==> src/rtl/scroll_pkg.sv <==
// Shared constants for the scrolling 7-segment display: active-low segment
// codes (bit order g..a) and the progress-bar lit-count rule.
package scroll_pkg;

  localparam logic [6:0] SEG_BLANK = 7'h7F;

  // Character codes, active-low, bit 6 = g ... bit 0 = a.
  localparam logic [6:0] SEG_A = 7'h08;
  localparam logic [6:0] SEG_E = 7'h06;
  localparam logic [6:0] SEG_H = 7'h09;
  localparam logic [6:0] SEG_I = 7'h79;
  localparam logic [6:0] SEG_L = 7'h47;
  localparam logic [6:0] SEG_P = 7'h0C;
  localparam logic [6:0] SEG_DASH = 7'h3F;

  // Number of lit bar segments: full bar just after wrap, shrinking as pos grows.
  function automatic int bar_lit(input int pos_v, input int pos_max, input int bar_w);
    if (pos_v == 0) begin
      return 0;
    end
    return bar_w - (pos_v * bar_w) / (pos_max + 1);
  endfunction

endpackage

==> src/rtl/btn_edge.sv <==
// Two-flop synchroniser for a raw button followed by a rising-edge detector.
// The pulse is combinational from the flops, so a consumer register toggles on the third edge.
module btn_edge (
  input  logic clock,
  input  logic reset_1,
  input  logic btn_i,
  output logic rise_o
);

  logic sync1_q;
  logic sync2_q;
  logic prev_q;

  always_ff @(posedge clock or posedge reset_1) begin
    if (reset_1) begin
      sync1_q <= 1'b0;
      sync2_q <= 1'b0;
      prev_q  <= 1'b0;
    end else begin
      sync1_q <= btn_i;
      sync2_q <= sync1_q;
      prev_q  <= sync2_q;
    end
  end

  assign rise_o = sync2_q & ~prev_q;

endmodule

==> src/rtl/scroll_display_ctrl.sv <==
// Scrolling message on a multiplexed 7-segment display with run/pause and
// direction buttons, a writable message buffer and a thermometer progress bar.
module scroll_display_ctrl #(
  parameter int DIGITS     = 4,
  parameter int MSG_LEN    = 40,
  parameter int SCROLL_DIV = 50_000_000,
  parameter int SCAN_DIV   = 25_000,
  parameter int BAR_W      = 8
) (
  input  logic                                          clock,
  input  logic                                          reset_1,
  input  logic                                          btn_run,
  input  logic                                          btn_dir,
  input  logic                                          wr_en,
  input  logic [((MSG_LEN > 1) ? $clog2(MSG_LEN) : 1)-1:0] wr_addr,
  input  logic [6:0]                                    wr_data,
  output logic [6:0]                                    seg,
  output logic [DIGITS-1:0]                             an,
  output logic [BAR_W-1:0]                              bar,
  output logic [$clog2(MSG_LEN+DIGITS+1)-1:0]           pos,
  output logic                                          running,
  output logic                                          dir_up
);

  import scroll_pkg::*;

  localparam int POS_MAX = MSG_LEN + DIGITS;
  localparam int PW = $clog2(MSG_LEN + DIGITS + 1);
  localparam int AW = (MSG_LEN > 1) ? $clog2(MSG_LEN) : 1;
  localparam int DW = (DIGITS > 1) ? $clog2(DIGITS) : 1;
  localparam int SW = (SCROLL_DIV > 1) ? $clog2(SCROLL_DIV) : 1;
  localparam int CW = (SCAN_DIV > 1) ? $clog2(SCAN_DIV) : 1;

  logic run_rise;
  logic dir_rise;

  logic             running_q;
  logic             dir_up_q;
  logic [PW-1:0]    pos_q, pos_d;
  logic [SW-1:0]    scroll_cnt_q, scroll_cnt_d;
  logic             scroll_tick;
  logic [CW-1:0]    scan_cnt_q, scan_cnt_d;
  logic             scan_tc;
  logic [DW-1:0]    digit_q, digit_d;
  logic [6:0]       seg_q, seg_d;
  logic [DIGITS-1:0] an_q, an_d;
  logic [BAR_W-1:0] bar_q, bar_d;

  logic [6:0]       msg_q [MSG_LEN];
  int               rel;
  logic             visible;
  logic [AW-1:0]    rd_addr;
  int               bar_lit_n;

  btn_edge u_run_edge (
    .clock   (clock),
    .reset_1 (reset_1),
    .btn_i   (btn_run),
    .rise_o  (run_rise)
  );

  btn_edge u_dir_edge (
    .clock   (clock),
    .reset_1 (reset_1),
    .btn_i   (btn_dir),
    .rise_o  (dir_rise)
  );

  // Scroll prescaler is held at zero while paused so a resume always waits a full period.
  assign scroll_tick = running_q && (scroll_cnt_q == SW'(SCROLL_DIV - 1));

  always_comb begin
    scroll_cnt_d = scroll_cnt_q + SW'(1);
    if (!running_q || scroll_tick) begin
      scroll_cnt_d = '0;
    end
  end

  always_comb begin
    pos_d = pos_q;
    if (scroll_tick) begin
      if (dir_up_q) begin
        pos_d = (pos_q == PW'(POS_MAX)) ? '0 : pos_q + PW'(1);
      end else begin
        pos_d = (pos_q == '0) ? PW'(POS_MAX) : pos_q - PW'(1);
      end
    end
  end

  assign scan_tc = (scan_cnt_q == CW'(SCAN_DIV - 1));

  always_comb begin
    scan_cnt_d = scan_cnt_q + CW'(1);
    digit_d    = digit_q;
    if (scan_tc) begin
      scan_cnt_d = '0;
      digit_d    = (digit_q == DW'(DIGITS - 1)) ? '0 : digit_q + DW'(1);
    end
  end

  // Digit k at frame pos shows character pos-1-k; frames outside the message are blank.
  always_comb begin
    rel     = int'(pos_q) - int'(digit_q);
    visible = (rel >= 1) && (rel <= MSG_LEN);
    rd_addr = visible ? AW'(rel - 1) : '0;
    seg_d   = visible ? msg_q[rd_addr] : SEG_BLANK;
    an_d    = ~(DIGITS'(1) << digit_q);
  end

  assign bar_lit_n = bar_lit(int'(pos_q), POS_MAX, BAR_W);

  for (genvar gi = 0; gi < BAR_W; gi++) begin : g_bar
    assign bar_d[gi] = (gi < bar_lit_n);
  end

  always_ff @(posedge clock or posedge reset_1) begin
    if (reset_1) begin
      running_q    <= 1'b0;
      dir_up_q     <= 1'b1;
      pos_q        <= '0;
      scroll_cnt_q <= '0;
      scan_cnt_q   <= '0;
      digit_q      <= '0;
      seg_q        <= SEG_BLANK;
      an_q         <= '1;
      bar_q        <= '0;
    end else begin
      if (run_rise) begin
        running_q <= ~running_q;
      end
      if (dir_rise) begin
        dir_up_q <= ~dir_up_q;
      end
      pos_q        <= pos_d;
      scroll_cnt_q <= scroll_cnt_d;
      scan_cnt_q   <= scan_cnt_d;
      digit_q      <= digit_d;
      seg_q        <= seg_d;
      an_q         <= an_d;
      bar_q        <= bar_d;
    end
  end

  // Message buffer is deliberately not reset; out-of-range addresses are dropped.
  always_ff @(posedge clock) begin
    if (wr_en && (int'(wr_addr) < MSG_LEN)) begin
      msg_q[wr_addr] <= wr_data;
    end
  end

  assign seg     = seg_q;
  assign an      = an_q;
  assign bar     = bar_q;
  assign pos     = pos_q;
  assign running = running_q;
  assign dir_up  = dir_up_q;

endmodule
==> config.mk <==
export PLATFORM = sky130hd
export DESIGN_NAME = scroll_display_ctrl
export DESIGN_NICKNAME = d
export VERILOG_FILES = /design/src/rtl/scroll_pkg.sv /design/src/rtl/btn_edge.sv /design/src/rtl/scroll_display_ctrl.sv
export SDC_FILE = /design/constraint.sdc
export NUM_CORES = 1
export LEC_CHECK = 0
export ABC_AREA = 1
export BUFFER_PORTS_ARGS = -buffer_cell sky130_fd_sc_hd__buf_2
export CAP_MARGIN = 20
export CORE_MARGIN = 5
export CORE_UTILIZATION = 57
export CTS_CLUSTER_DIAMETER = 120
export DETAILED_ROUTE_END_ITERATION = 10
export PLACE_DENSITY_LB_ADDON = 0.12
export SLEW_MARGIN = 20
export SYNTH_ARGS = -nofsm -noshare
export SYNTH_HDL_FRONTEND = slang
export SYNTH_SLANG_ARGS = --single-unit
export TNS_END_PERCENT = 100
==> constraint.sdc <==
create_clock -name clock -period 4.45 [get_ports clock]
set_input_delay 0.445 -clock clock [delete_from_list [all_inputs] [get_ports clock]]
set_output_delay 0.445 -clock clock [all_outputs]
set_load 0.05 [all_outputs]
# Word-level counts from Yosys, hierarchy flattened
# Memories as Yosys holds them, arrays and structs flattened.
# Cells that the tools add are included.
dict set report classes {
  eq_ne 4
  magnitude_cmp 11
  muxes 12
  n_bitwise 7
  n_reduce_logical 7
  n_addsub 8
  n_div 1
  shift 1
}
# operator n
set ops {}
lappend ops {{$lt 4x32->1 const A} 4}
lappend ops {{$lt 3x32->1 const A} 2}
lappend ops {{$div 10x7->32 const B} 1}
lappend ops {{$lt 1x32->1 const A} 1}
lappend ops {{$lt 2x32->1 const A} 1}
lappend ops {{$mux 32} 1}
lappend ops {{$sub 5x32->32 const A} 1}
lappend ops {{$add 26x1->26 const B} 1}
lappend ops {{$eq 26x26->1 const B} 1}
lappend ops {{$mux 26} 1}
lappend ops {{$mux 6} 4}
lappend ops {{$add 15x1->15 const B} 1}
lappend ops {{$eq 15x15->1 const B} 1}
lappend ops {{$mux 15} 1}
lappend ops {{$logic_not 6->1} 2}
lappend ops {{$ge 7x2->1 const B} 1}
lappend ops {{$le 7x7->1 const B} 1}
lappend ops {{$mux 7} 1}
lappend ops {{$sub 6x2->7} 1}
lappend ops {{$add 6x1->6 const B} 1}
lappend ops {{$eq 6x6->1 const B} 1}
lappend ops {{$lt 6x6->1 const B} 1}
lappend ops {{$sub 6x1->6 const B} 1}
lappend ops {{$sub 6x2->6 const B} 1}
lappend ops {{11 further kinds} 19}
dict set report word_totals {
  mem_bits_rw 280
  out_inout_bits 27
  mem_count 1
  wordCells 67
  regBits 76
  input_bits 18
}
# name depth width read_ports rd_clocked_by_memory_dff write_ports line
set mem_list {}
lappend mem_list {msg_q 40 7 1 0 1 scroll_display_ctrl.sv:49} ;# logic [6:0] msg_q [MSG_LEN];

# Longest topological paths before layout
# Gate-level depths: netlist (run 1).
# An unclocked memory read counts as a cell.
dict set report depth {
  word_depth 6
  mapped_depth 38
}

# Modules after synthesis
# From an unflattened synthesis (run 1), not the netlist that was laid out.
dict set report unflattened {
  cells_unflattened 1548
  hier_area_um2 16555.9
}
# mod seq_area_each_um2 cells_each area_each_um2 n_inst
set by_module_without_submodules {}
lappend by_module_without_submodules {scroll_display_ctrl 10174.8 1536 16378.2 1}
lappend by_module_without_submodules {btn_edge 75.1 6 88.8 2}

# Least setup slack after synthesis (run 1)
# Ideal clock, no wire load.
dict set report synth_timing {
  kind {reg2reg}
  startpoint {reg pos_q[1] (netlist: pos[1])}
  endpoint {reg bar_q[4] (netlist: bar[4])}
  synth_period_minus_slack_ps 4766
  setup_ps 127
  required_time_ps 4323
  stages_incl_launch_ff 37
  t_arrival_ps 4639
  setup_slack_ps -316
  cell_sequence {dfrtp_1 > buf_6 > clkinv_1 > ha_1 > inv_1 > nand2_2 > nand3_4 > nand3_4 > a21oi_1 > nand2_2 > nor2_4 > nand3_2 > buf_6 > ha_1 > inv_1 > nand3_4 > nand2_4 > nand2_4 > nand3_4 > inv_1 > ha_1 > nand3_1 > inv_1 > nand3_1 > nand2_1 > inv_1 > nand3_1 > inv_1 > ha_1 > inv_1 > nor2_1 > nor3_1 > inv_1 > nor2_1 > nand4_1 > nand2_1 > a21oi_1}
}
dict set report synth_between {
  elab_chain_cells 4
  word_cells_on_any_way 6
}
# item line
set synth_rtl {}
lappend synth_rtl {{from (decl)} scroll_display_ctrl.sv:39} ;# logic [PW-1:0] pos_q, pos_d;
lappend synth_rtl {{from (signal assigned)} scroll_display_ctrl.sv:134} ;# pos_q <= pos_d;
lappend synth_rtl {{$div 10x7->32 or $logic_not 6->1 (tied branches)} {scroll_pkg.sv:21, scroll_pkg.sv:18}}
lappend synth_rtl {{$sub 5x32->32 or $mux 1 (tied branches)} {scroll_pkg.sv:21, scroll_pkg.sv:18}}
lappend synth_rtl {{$mux 32 *} scroll_pkg.sv:21} ;# return bar_w - (pos_v * bar_w) / (pos_max + 1);
lappend synth_rtl {{$lt 4x32->1 *} scroll_display_ctrl.sv:113} ;# assign bar_d[gi] = (gi < bar_lit_n);
lappend synth_rtl {{named net bar_d[4]} scroll_display_ctrl.sv:47} ;# logic [BAR_W-1:0] bar_q, bar_d;
lappend synth_rtl {{to (signal assigned)} scroll_display_ctrl.sv:140} ;# bar_q <= bar_d;
lappend synth_rtl {{to (decl)} scroll_display_ctrl.sv:47}
# Mark *: on every way through the listed nets, which the timed path passes. The rest lies on a longest branch.
# A chain may end at the register's enable or synchronous reset.

# Worst setup path after layout (run 1)
dict set report layout_timing {
  startpoint {reg pos_q[0] (netlist: pos[0])}
  endpoint {reg bar_q[4] (netlist: bar[4])}
}
# The elaborated chain is that of the path after synthesis.

==> results of run 1 <==
## cell families after synthesis
family | synth area share
simple gates | 0.2091
fa+ha+maj | 0.01690
mux | 0.0006728
compound gates | 0.09047
xor+xnor | 0.01151
flops | 0.6170
buf+inv | 0.05436
## sequential cells by signal, indices dropped and copies added, names as in the netlist, 2 cells and up
signal / flops
bar: 8
an: 4
pos: 6
scan_cnt_q: 15
digit_q: 2
msg_q: 280
seg: 7
scroll_cnt_q: 26
## synth_stat cells (all sizes together), types with 28 or more instances
library cell  count
nand2           318
edfxtp          280
nor2            217
inv             144
nand3           104
dfrtp            64
o211ai           62
o21ai            59
or2              48
buf              40
a21oi            39
nor3             35
o22ai            28
## cell type report
class | instances | share of cell area
Clock buffer | 50 | 0.05356
Clock inverter | 15 | 0.01173
Inverter | 146 | 0.02965
Multi-Input combinational cell | 1044 | 0.2985
Sequential cell | 356 | 0.5439
Tap cell | 384 | 0.02530
Timing Repair Buffer | 95 | 0.03736
## what timing repair did
item                                    CTS  global route
gates cloned                              1             1
pin swaps                                 0            21
gates resized for setup                   1            42
setup buffers                             1            20
endpoints found under the setup margin    8            14
hold endpoints to repair                  0             0
## routing by layer
layer,track usage,part of all wire,vias to the layer above
met1,0.3086,0.43,5737
met4,0.06424,0.023,2
li1,-,-,5725
met2,0.3868,0.49,413
met3,0.03479,0.062,73
met5,0,0.00034,-
## path summary, 6_finish.rpt
| check | end | slack, ps | cells past startpoint |
|---|---|---|---|
| worst max-delay path | bar[4] | 210 | 33 |
| worst min register to register | u_dir_edge.sync2_q | 350 | 0 |
| worst min-delay path | u_dir_edge.sync2_q | -1 | 2 |
| max in group asynchronous | seg[4] | 3490 | 3 |
| min in group clock | u_run_edge.sync1_q | 40 | 1 |
| worst max register to register | bar[4] | 210 | 33 |
## power by group through the flow
stage	logic (mW)	registers [mW]	clock network [mW]
floorplan	0.129	3.76	0
global placement	0.259	3.72	0
detailed placement	0.261	3.73	0
CTS	0.261	3.66	3.22
global route	0.291	3.66	3.37
finish	0.261	3.66	3.17
## worst register-to-register path: cells and delay by family, from the launching register on
kind	cells	cell delay, ps
DFF	1	500
adders and majority gates	4	860
buffers and inverters	8	480
AOI/OAI and AO/OA	2	270
and+or+nand+nor	19	2000
==> flow_summary.ini, run 1 <==
[run_status]
violations = negative hold slack
status = finished, violations left

[worst_setup_path]
slowest_stage = dfrtp_2
cp-startpoint = pos[0]
worst-path-buf-inv = 8
startpoint_type = register
cpPeakStageDelay_ps = 500
cp.required_ps = 4850
cp_max_fo = 8
crit_family = simple AND/OR/NAND/NOR gates
end_kind = register
reg2reg_from = pos[0]
crit_type = register to register
critPathArrivalTime_ps = 4640
path_common_cell = nand3_4

[timing]
fmax_mhz = 235.8
finalCritPeriodShare = 0.9532
worst_pin_slew_ps = 791.1
fin_skew_ps = 18.31
setup_ws_ps = 208.4
finalSetupTns_ps = 0
post-route-min-period_ps = 4242
setup_viol = 0
finalHoldViolations = 2
worst_hold_slack_ps = -0.9692
maxSlewHeadroom = 0.4726
slew_viol_final = 0

[synth]
synth-seq-area-share = 0.6170
yosys-top-cells-area = edfxtp_1 (50%), dfrtp_1 (9.6%), nand2_1 (6.5%)
synth.top_cell.area_share = 0.5024
synth_edf_count = 280
ys_ff_latch = 356
synth_cell_type_count = 48
avgSynthCellArea_um2 = 10.41
synth-async-reset-ratio = 0.2135
syn_nets = 1648
syn_area_mm2 = 0.01673
ys.flop_type = edfxtp_1
synthCells = 1608
yosys_warnings = 0
synth_top_cell_by_area = edfxtp_1

[power_and_ir_drop]
p_sw_frac = 0.2093
p_seq_frac = 0.516
power_density_mw_per_mm2 = 373.1
p_comb_frac = 0.037
pwr-share-clk = 0.447
p_switching_mw = 1.483
intPower_mw = 5.602
p_leak_nw = 7.296
vdd_drop_max_v = 0.0003844
finalPower_mw = 7.085

[final_layout]
fillCellCount = 2262
drive_above_1_share = 0.1776
fin_util = 0.6581
final_area_mm2 = 0.01899
antenna_cells = 0
nets = 1721
final_common_cell = nand2_1
final_cell_mix = nand2_1 (285), edfxtp_1 (280), nor2_1 (206)
final_cells = 2090
multi_input_area_mm2 = 0.005668
seqCellArea_mm2 = 0.01033
synthToLayoutAreaGrowth_pct = 13.48

[placement]
io_buffers = 44
dpl_cell_area_mm2 = 0.01737
dpl.hpwl_um = 24140
gp_congestion = 0.9430
dpl.cell_count = 2002
post-place-ws_ps = 5.123

[route]
vias_per_cell = 5.718
wl_per_cell_um = 18.46
ant_nets = 0
drt_iter0_markers = 1101
routed_wl_um = 38580
dr.pass1.iters = 6
drc = 0
via_count = 11950

[floorplan]
io_pins = 45
die_y_um = 181.3
core_mm2 = 0.02886
core.rowCount = 62
dieArea_mm2 = 0.03289
initial_utilization = 0.5799
die_x_um = 181.3

[grt]
grt_start_max_net_pins = 132
antenna_found_initial = 1
grt_pass1_wl_um = 60840
overflow = 0
grt_pass1_vias = 11484
grt_usage = 0.2280

[clock_tree]
clock-sinks = 356
ctsHoldBuffers = 0
cts_max_path_buffers = 3
cts_buffers = 38
ctsHtreeMaxLevel = 2
cts_root_buf = clkbuf_16
worstSkewPairLatency_ps = 530
path_clk_slew_ps = 60
cts_tree = yes

[run]
max-cap-violations = 0

[min_path]
hp-class = input pin to asynchronous set/reset pin
No activity file was read; power rests on OpenSTA's default activity.
==> inputs of run 2 (changes only) <==
- CORE_UTILIZATION: 57 -> 56
- SYNTH_HIERARCHICAL: default -> 1
==> flow_summary.ini, run 2 <==
[synth]
synth_mux_area_frac = 0
syn_nets = 1588
synthCells = 1548
synth_top_family_by_area = simple AND/OR/NAND/NOR gates
yosys.area_share.simple = 0.1939
synthTopCellsByCount = edfxtp_1 (280), nor2_1 (229), nand2_1 (203), inv_1 (127), o211ai_1 (91)
yosys_warnings = 6
synth_cell_type_count = 46
ys.flop_type = edfxtp_1
synth_compound_area_frac = 0.1031
syn_area_mm2 = 0.01656
synth-async-reset-ratio = 0.2135
synth.most_common_cell = edfxtp_1
ys_ff_latch = 356
avgSynthCellArea_um2 = 10.70
synth_top_cell_by_area = edfxtp_1
synth-seq-area-share = 0.6236
synth_edf_count = 280
synth_adder_area_share = 0.01708
synth.top_cell.area_share = 0.5079
synth_xor_area_frac = 0.01164
yosys-top-cells-area = edfxtp_1 (51%), dfrtp_1 (9.7%), nor2_1 (5.2%)

[min_path]
min_to = u_dir_edge/sync1_q
hp-class = input pin to register
hold-path-cell-count = 1
hp-start = btn_dir

[final_layout]
largest_register_ffs = 280
nets = 1672
regMostFlops = msg_q
final_cell_mix = edfxtp_1 (280), nor2_1 (226), nand2_1 (192)
final_cells = 2051
final_area_mm2 = 0.01896
fin_util = 0.6450
drive_above_1_share = 0.2143
final_common_cell = edfxtp_1
fillCellCount = 2266
antenna_cells = 0
reg_top3 = msg_q: 280 flops, scroll_cnt_q: 26 flops, scan_cnt_q: 15 flops
synthToLayoutAreaGrowth_pct = 14.54

[route]
routed_wl_um = 37060
via_count = 11559
dr.pass1.iters = 5
drt_iter0_markers = 921
wl_per_cell_um = 18.07
drc = 0
vias_per_cell = 5.636
ant_nets = 0

[timing]
fin_skew_ps = 16.88
finalCritPeriodShare = 0.9700
worst_pin_slew_ps = 889.0
finalHoldViolations = 0
fmax_mhz = 231.7
slew_viol_final = 0
setup_viol = 0
maxSlewHeadroom = 0.4052
post-route-min-period_ps = 4317
setup_ws_ps = 133.3
rsz0062_at_grt = yes

[worst_setup_path]
crit_type = register to register
r2r_slack_ps = 130
path_common_cell = nand2_4
cpPeakStageDelay_ps = 460
startpoint_type = register
end_kind = register
reg2reg_from = pos[1]
cp.required_ps = 4860
slowest_stage = dfrtp_2
ff2ff_path_depth = 37
reg2reg_to = bar[1]
critPathArrivalTime_ps = 4720
cp_max_fo = 7

[floorplan]
die_x_um = 181.9
core.rowCount = 63
die_y_um = 181.9
io_pins = 45
core_mm2 = 0.02940
initial_utilization = 0.5631
dieArea_mm2 = 0.03310

[power_and_ir_drop]
power_density_mw_per_mm2 = 368.4
p_leak_nw = 7.209
p_sw_frac = 0.2186
p_switching_mw = 1.527
p_comb_frac = 0.038
finalPower_mw = 6.986
vdd_drop_max_v = 0.0003484
intPower_mw = 5.459
p_seq_frac = 0.525
pwr-share-clk = 0.438

[run_status]
status = finished, final reports clean

[grt]
grt_start_max_net_pins = 58
antenna_found_initial = 0
grt_pass1_vias = 11204
overflow = 0
grt_pass1_wl_um = 58540
grt_usage = 0.2196

[clock_tree]
path_clk_slew_ps = 60
ctsHtreeMaxLevel = 2
cts_root_buf = clkbuf_16
cts_buffers = 39
cts_tree = yes
worstSkewPairLatency_ps = 530
clock-sinks = 356
cts_max_path_buffers = 3

[placement]
gp_congestion = 0.8642
dpl.hpwl_um = 23480
dpl.cell_count = 1952
io_buffers = 44
dpl_cell_area_mm2 = 0.01732
post-place-ws_ps = -53.71

[run]
max-cap-violations = 0
-- run 2: cell types whose count changed in the layout (fill, tap and decap cells not counted), sizes merged, moves of 10 or more --
| cell | previous run | this run |
|---|---|---|
| o22ai | 28 | 8 |
| nand3 | 105 | 79 |
| nand2 | 318 | 224 |
| nor2 | 217 | 239 |
| buf | 94 | 106 |
| or2 | 48 | 77 |
| o211ai | 62 | 91 |
| o21ai | 59 | 69 |
-- run 2: power by group through the flow --
stage | Combinational, mW | Sequential, mW | Clock [mW]
2_1_floorplan | 0.127 | 3.76 | 0
3_3_place_gp | 0.258 | 3.73 | 0
3_5_place_dp | 0.262 | 3.73 | 0
4_1_cts | 0.264 | 3.67 | 3.11
5_1_grt | 0.293 | 3.67 | 3.25
6_report | 0.263 | 3.67 | 3.06
-- run 2: stage by stage --
| step | TNS [ps] | hold slack (ps) |
|---|---|---|
| finish | 0 | 31.26 |
| global route | -1091 | 20.42 |
| CTS | 0 | 15.43 |
| detailed placement | -230.7 | 340.7 |
| global placement | 0 | 336.6 |
| floorplan | 0 | 198.6 |
-- run 2: worst max path at each step --
stage / from / endpoint / slack, ps / depth (start not counted)
4_1_cts: pos[1] / bar[1] / 6 / 37
2_1_floorplan: pos[1] / bar[6] / 1 / 37
3_5_place_dp: pos[0] / bar[1] / -50 / 36
6_report: pos[1] / bar[1] / 130 / 37
3_3_place_gp: pos[0] / bar[4] / 90 / 36
5_1_grt: pos[4] / bar[6] / -160 / 36
-- run 2: cell type report --
type                    instances  area [um2]  area share
well taps                     390       488.0     0.02573
flip-flops and latches        356       10330      0.5449
inverters                     138       533.0     0.02811
clock inverters                19       170.2    0.008973
multi-input cells             990        5643      0.2976
clock buffers                  51        1031     0.05437
repair buffers                107       765.7     0.04038
-- run 2: worst max-delay path, delay by kind of cell, from the launching register on --
kind            cells  cell delay (ps)
flops               1              460
buf+inv             7              590
simple gates       25             2340
fa+ha+maj           4              740
compound gates      1               80
-- run 2: routing by layer --
layer	track usage	routed length (um)
met1	0.2930	15810
met4	0.07535	1188
met2	0.3697	18030
met3	0.03425	2035
met5	0	0
-- run 2: cells by family (layout without fill, tap and decap cells) --
| group | after synthesis | count (layout) |
|---|---|---|
| simple gates | 687 | 687 |
| flops | 356 | 356 |
| compound gates | 259 | 259 |
| buf+inv | 202 | 315 |
| fa+ha+maj | 22 | 22 |
| xor+xnor | 22 | 22 |
-- run 2: repair_timing --
item                                    CTS  global route
pin swaps                                 2            22
endpoints found under the hold margin     6             0
hold buffers                              1             0
gates resized for setup                   1            52
buffers inserted                          5            23
endpoints found under the setup margin    7            14
